<file path="src/rtl/pipeline_stall_ctrl.sv">
// Stall/flush sequencer for the 5-stage pipeline: it holds the pipeline for load-use,
// data-memory waits and the divider, and squashes younger stages on an M exception.
module pipeline_stall_ctrl #(
  parameter int DIV_CYCLES = 32,
  parameter int CNT_W      = 6
) (
  input  logic       clk,
  input  logic       rst,
  input  logic       ld_use,
  input  logic       div_req,
  input  logic       mem_req,
  input  logic       mem_ack,
  input  logic       except_valid,
  output logic       pc_en,
  output logic       en_fd,
  output logic       en_de,
  output logic       en_em,
  output logic       flush_de,
  output logic       flush_em,
  output logic       flush_mw,
  output logic       flush_fd,
  output logic       div_start,
  output logic       div_abort,
  output logic       busy,
  output logic [1:0] state_dbg
);

  typedef enum logic [1:0] {
    RUN      = 2'd0,
    MEM_WAIT = 2'd1,
    DIV_WAIT = 2'd2
  } state_t;

  localparam logic [CNT_W-1:0] CNT_LOAD = CNT_W'(DIV_CYCLES - 1);

  state_t           state, state_nxt;
  logic [CNT_W-1:0] cnt, cnt_nxt;

  assign state_dbg = state;

  always_ff @(posedge clk or negedge rst) begin
    if (!rst) begin
      state <= RUN;
      cnt   <= '0;
    end else begin
      state <= state_nxt;
      cnt   <= cnt_nxt;
    end
  end

  // Memory handshake: mem_req is a level held by M for the whole access; the access
  // completes in the cycle mem_ack is high, and mem_ack is ignored when mem_req is low.
  always_comb begin
    state_nxt = state;
    cnt_nxt   = cnt;
    pc_en     = 1'b0;
    en_fd     = 1'b0;
    en_de     = 1'b0;
    en_em     = 1'b0;
    flush_fd  = 1'b0;
    flush_de  = 1'b0;
    flush_em  = 1'b0;
    flush_mw  = 1'b0;
    div_start = 1'b0;
    div_abort = 1'b0;
    busy      = 1'b0;
    if (rst) begin
      pc_en = 1'b1;
      en_fd = 1'b1;
      en_de = 1'b1;
      en_em = 1'b1;
      busy  = (state != RUN);
      case (state)
        RUN: begin
          if (except_valid) begin
            flush_fd = 1'b1;
            flush_de = 1'b1;
            flush_em = 1'b1;
          end else if (mem_req && !mem_ack) begin
            pc_en     = 1'b0;
            en_fd     = 1'b0;
            en_de     = 1'b0;
            en_em     = 1'b0;
            flush_mw  = 1'b1;
            state_nxt = MEM_WAIT;
          end else if (div_req) begin
            div_start = 1'b1;
            pc_en     = 1'b0;
            en_fd     = 1'b0;
            en_de     = 1'b0;
            flush_em  = 1'b1;
            cnt_nxt   = CNT_LOAD;
            state_nxt = DIV_WAIT;
          end else if (ld_use) begin
            pc_en    = 1'b0;
            en_fd    = 1'b0;
            flush_de = 1'b1;
          end
        end
        MEM_WAIT: begin
          if (mem_ack) begin
            state_nxt = RUN;
          end else begin
            pc_en    = 1'b0;
            en_fd    = 1'b0;
            en_de    = 1'b0;
            en_em    = 1'b0;
            flush_mw = 1'b1;
          end
        end
        DIV_WAIT: begin
          if (except_valid) begin
            flush_fd  = 1'b1;
            flush_de  = 1'b1;
            flush_em  = 1'b1;
            div_abort = 1'b1;
            cnt_nxt   = '0;
            state_nxt = RUN;
          end else if (cnt == '0) begin
            // Divider result is valid: let the E instruction advance.
            state_nxt = RUN;
          end else begin
            pc_en    = 1'b0;
            en_fd    = 1'b0;
            en_de    = 1'b0;
            flush_em = 1'b1;
            cnt_nxt  = cnt - 1'b1;
          end
        end
        default: begin
          cnt_nxt   = '0;
          state_nxt = RUN;
        end
      endcase
    end
  end

endmodule

</file>
<file path="config.mk">
export PLATFORM = sky130hd
export DESIGN_NAME = pipeline_stall_ctrl
export DESIGN_NICKNAME = d
export VERILOG_FILES = /design/src/rtl/pipeline_stall_ctrl.sv
export SDC_FILE = /design/constraint.sdc
export NUM_CORES = 1
export LEC_CHECK = 0
export CORE_MARGIN = 4
export CORE_UTILIZATION = 49
export CTS_CLUSTER_SIZE = 24
export DETAILED_ROUTE_END_ITERATION = 10
export GPL_ROUTABILITY_DRIVEN = 0
export GPL_TIMING_DRIVEN = 0
export PLACE_DENSITY = 0.81
export SYNTH_ARGS = -nofsm -noshare
export SYNTH_HDL_FRONTEND = slang
export SYNTH_SLANG_ARGS = --single-unit
</file>
<file path="constraint.sdc">
create_clock -name clk -period 4.7 [get_ports clk]
set_clock_uncertainty 0.15 [all_clocks]
set_input_delay 0.705 -clock clk [delete_from_list [all_inputs] [get_ports clk]]
set_output_delay 0.705 -clock clk [all_outputs]
set_load 0.02 [all_outputs]
</file>
==> flow_summary.toml, run 1 <==
[place]
io_buffers = 18
place_hpwl_um = 1240
place_area_um2 = 878

[final_layout]
drive_gt1_frac = 0.170
nets = 110
fin_area_um2 = 901
final_util = 0.692
area_growth_pct = 32.6
antennaDiodeCount = 0

[synthesis]
avgSynthCellArea_um2 = 8.60
synthArstFlopShare = 1.00
synth_area_leaders = "dfrtp_1 29%, nor2_1 6.1%, a21oi_1 3.7%, nand2b_1 3.7%, inv_1 3.3%"
ys_seq_area_frac = 0.295
synth_flop_cell = "dfrtp_1"
synth_nets = 87
yosysUniqueCellTypes = 37
synthCells = 79
synth.cell_area_um2 = 679
synth_seq_cells = 8
synth_edf_count = 0
yosysTopAreaCell = "dfrtp_1"
yosysWarningCount = 0
post-synth-top-area-fraction = 0.295

[grt]
grt_antenna_before_repair = 0
grt_pass1_vias = 621
grt.total_usage = 0.183
grt_overflow_total = 0
grt_max_degree = 11
grt_first_pass_wirelength_um = 2690

[detailed_routing]
wl_met1_um = 718
first_iter_violations = 39
via_per_inst = 5.83
wl_um = 1610
wl_met3_um = 51
met2WireLength_um = 830
ant_nets = 0
wl_per_cell_um = 14.0
firstDrtPassIters = 4
vias = 670
top_layer = "met4"
drc = 0

[floorplanning]
initial_core_util = 0.522
dieArea_um2 = 2050
rows = 13
io_pins = 20
fp.dieH_um = 45.2
core_um2 = 1300
die_x_um = 45.2

[clock_network]
clockRootBuffer = "clkbuf_4"
clock-sinks = 8
clockBufferDepth = 2
cts_tree = "built"
cts_buffers = 3
cts_setup_buffers = 0
htree_levels = 1
ctsHoldBuffers = 0
clk_pin_slew_ps = 50
insertion_delay_ps = 250
cts-resized-gates = 0

[timing]
slew_violations = 0
finalSetupViolations = 0
fin_hold_ws_ps = 447
fmax_ghz = 0.247
tns_ps = 0
fin_crit_sh = 0.863
worst_slew_pin_slew_ps = 561
rsz0062_at_grt = "false"
hold_violations = 0
period_needed_ps = 4060
timing.slew.headroom = 0.623

[worst_hold_path]
hold_path_class = "reg -> reg"

[pwr]
p_leak_nw = 0.389
power.density_nw_per_um2 = 335
p_total_mw = 0.301
ir_worst_vdd_uv = 278

[critical_path]
critical_path_required_ps = 3850
critical_path.max_fanout = 9
cp.arrival_ps = 3200
crit_type = "in -> out"
startpoint_type = "primary input"
cp-end-kind = "output port"

[run]
max-cap-violations = 0

[outcome]
status = "completed"
==> per-stage QoR <==
stage,std cells,setup WS (ps)
6_report,115,644
5_1_grt,115,491
4_1_cts,115,618
3_5_place_dp,112,617
3_3_place_gp,112,639
2_1_floorplan,79,1840
==> cell usage after synthesis, types with 2 or more instances <==
cell type  number
o21ai_0         4
dfrtp_1         8
a21o_1          2
nor2b_1         3
clkbuf_1        2
mux2i_1         2
or3_1           2
inv_1           6
nor3_1          2
a21oi_1         5
nand2b_1        4
nor2_1         11
o21a_1          3
and2_1          2
==> state kept, by name, summed over array words and instances (netlist names) <==
signal,flops
cnt,6
state_dbg,2
==> metal layers <==
layer  track usage  vias up
li1              -      328
met4        0.0468        0
met2         0.299        9
met3        0.0598        2
met5             0        -
met1         0.232      331
==> cell type report <==
class | count | area, µm²
Multi-Input combinational cell | 60 | 432
Fill cell | 111 | 400
Sequential cell | 8 | 200
Timing Repair Buffer | 18 | 180
Buffer | 5 | 25.0
Clock buffer | 3 | 22.5
Inverter | 6 | 22.5
Tap cell | 15 | 18.8
==> cells in the final DEF (no fill, tap or decap), types with 3 or more instances in the layout <==
master / instances
o21a_1: 3
nor2_1: 11
a21oi_1: 5
clkdlybuf4s50_1: 18
dfrtp_1: 8
nor2b_1: 3
o21ai_0: 4
inv_1: 6
clkbuf_4: 3
nand2b_1: 4
==> path summary, 6_finish.rpt <==
check	endpoint	cells after the start	slack [ps]	startpoint
max reg2reg	cnt[1]$_DFFE_PN0P_	6	2320	cnt[0]$_DFFE_PN0P_
min reg2reg	cnt[1]$_DFFE_PN0P_	2	450	cnt[1]$_DFFE_PN0P_
min in group asynchronous	cnt[3]$_DFFE_PN0P_	1	590	rst
max	div_start	5	640	rst
max in group asynchronous	cnt[0]$_DFFE_PN0P_	1	3520	rst
min	cnt[1]$_DFFE_PN0P_	2	450	cnt[1]$_DFFE_PN0P_
==> worst max-delay path, cell delays in order <==
cell and delay, ps:
clkdlybuf4s50_1 710, clkbuf_2 290, nand2b_1 190, nor4_4 580, clkdlybuf4s50_1 710
==> where the power goes <==
part / internal [mW] / switching, mW
sequential: 0.0901 / 0.0246
clock: 0.0291 / 0.0218
combinational: 0.0677 / 0.0681
==> kinds of logic (layout without fill, tap and decap cells) <==
logic type                 after synthesis  count (layout)  synth area share
buffers and inverters                   11              32            0.0700
DFF                                      8               8             0.295
AOI/OAI and AO/OA                       23              23             0.269
and+or+nand+nor                         33              33             0.302
adders and majority gates                1               1            0.0184
muxes                                    3               3            0.0460
Note: power is estimated with default switching activity, not from simulation.
==> inputs of run 2 (changes only) <==
--- a/config.mk
+++ b/config.mk
@@ -15,3 +15,4 @@
 export SYNTH_ARGS = -nofsm -noshare
 export SYNTH_HDL_FRONTEND = slang
 export SYNTH_SLANG_ARGS = --single-unit
+export TNS_END_PERCENT = 5
==> constraint.sdc (replaced) <==
create_clock -name clk -period 4.9 [get_ports clk]
set_clock_uncertainty 0.15 [all_clocks]
set_input_delay 0.735 -clock clk [delete_from_list [all_inputs] [get_ports clk]]
set_output_delay 0.735 -clock clk [all_outputs]
set_load 0.02 [all_outputs]
==> results of run 2 <==
Same layout as run 1 (identical final DEF). Status: completed.
Among the figures that moved: setup slack after placement 617 ps -> 757 ps; setup slack after layout 644 ps -> 784 ps; register-to-register setup slack 2320 ps -> 2520 ps; total power 0.301 mW -> 0.289 mW; worst IR drop on VDD 278 µV -> 267 µV
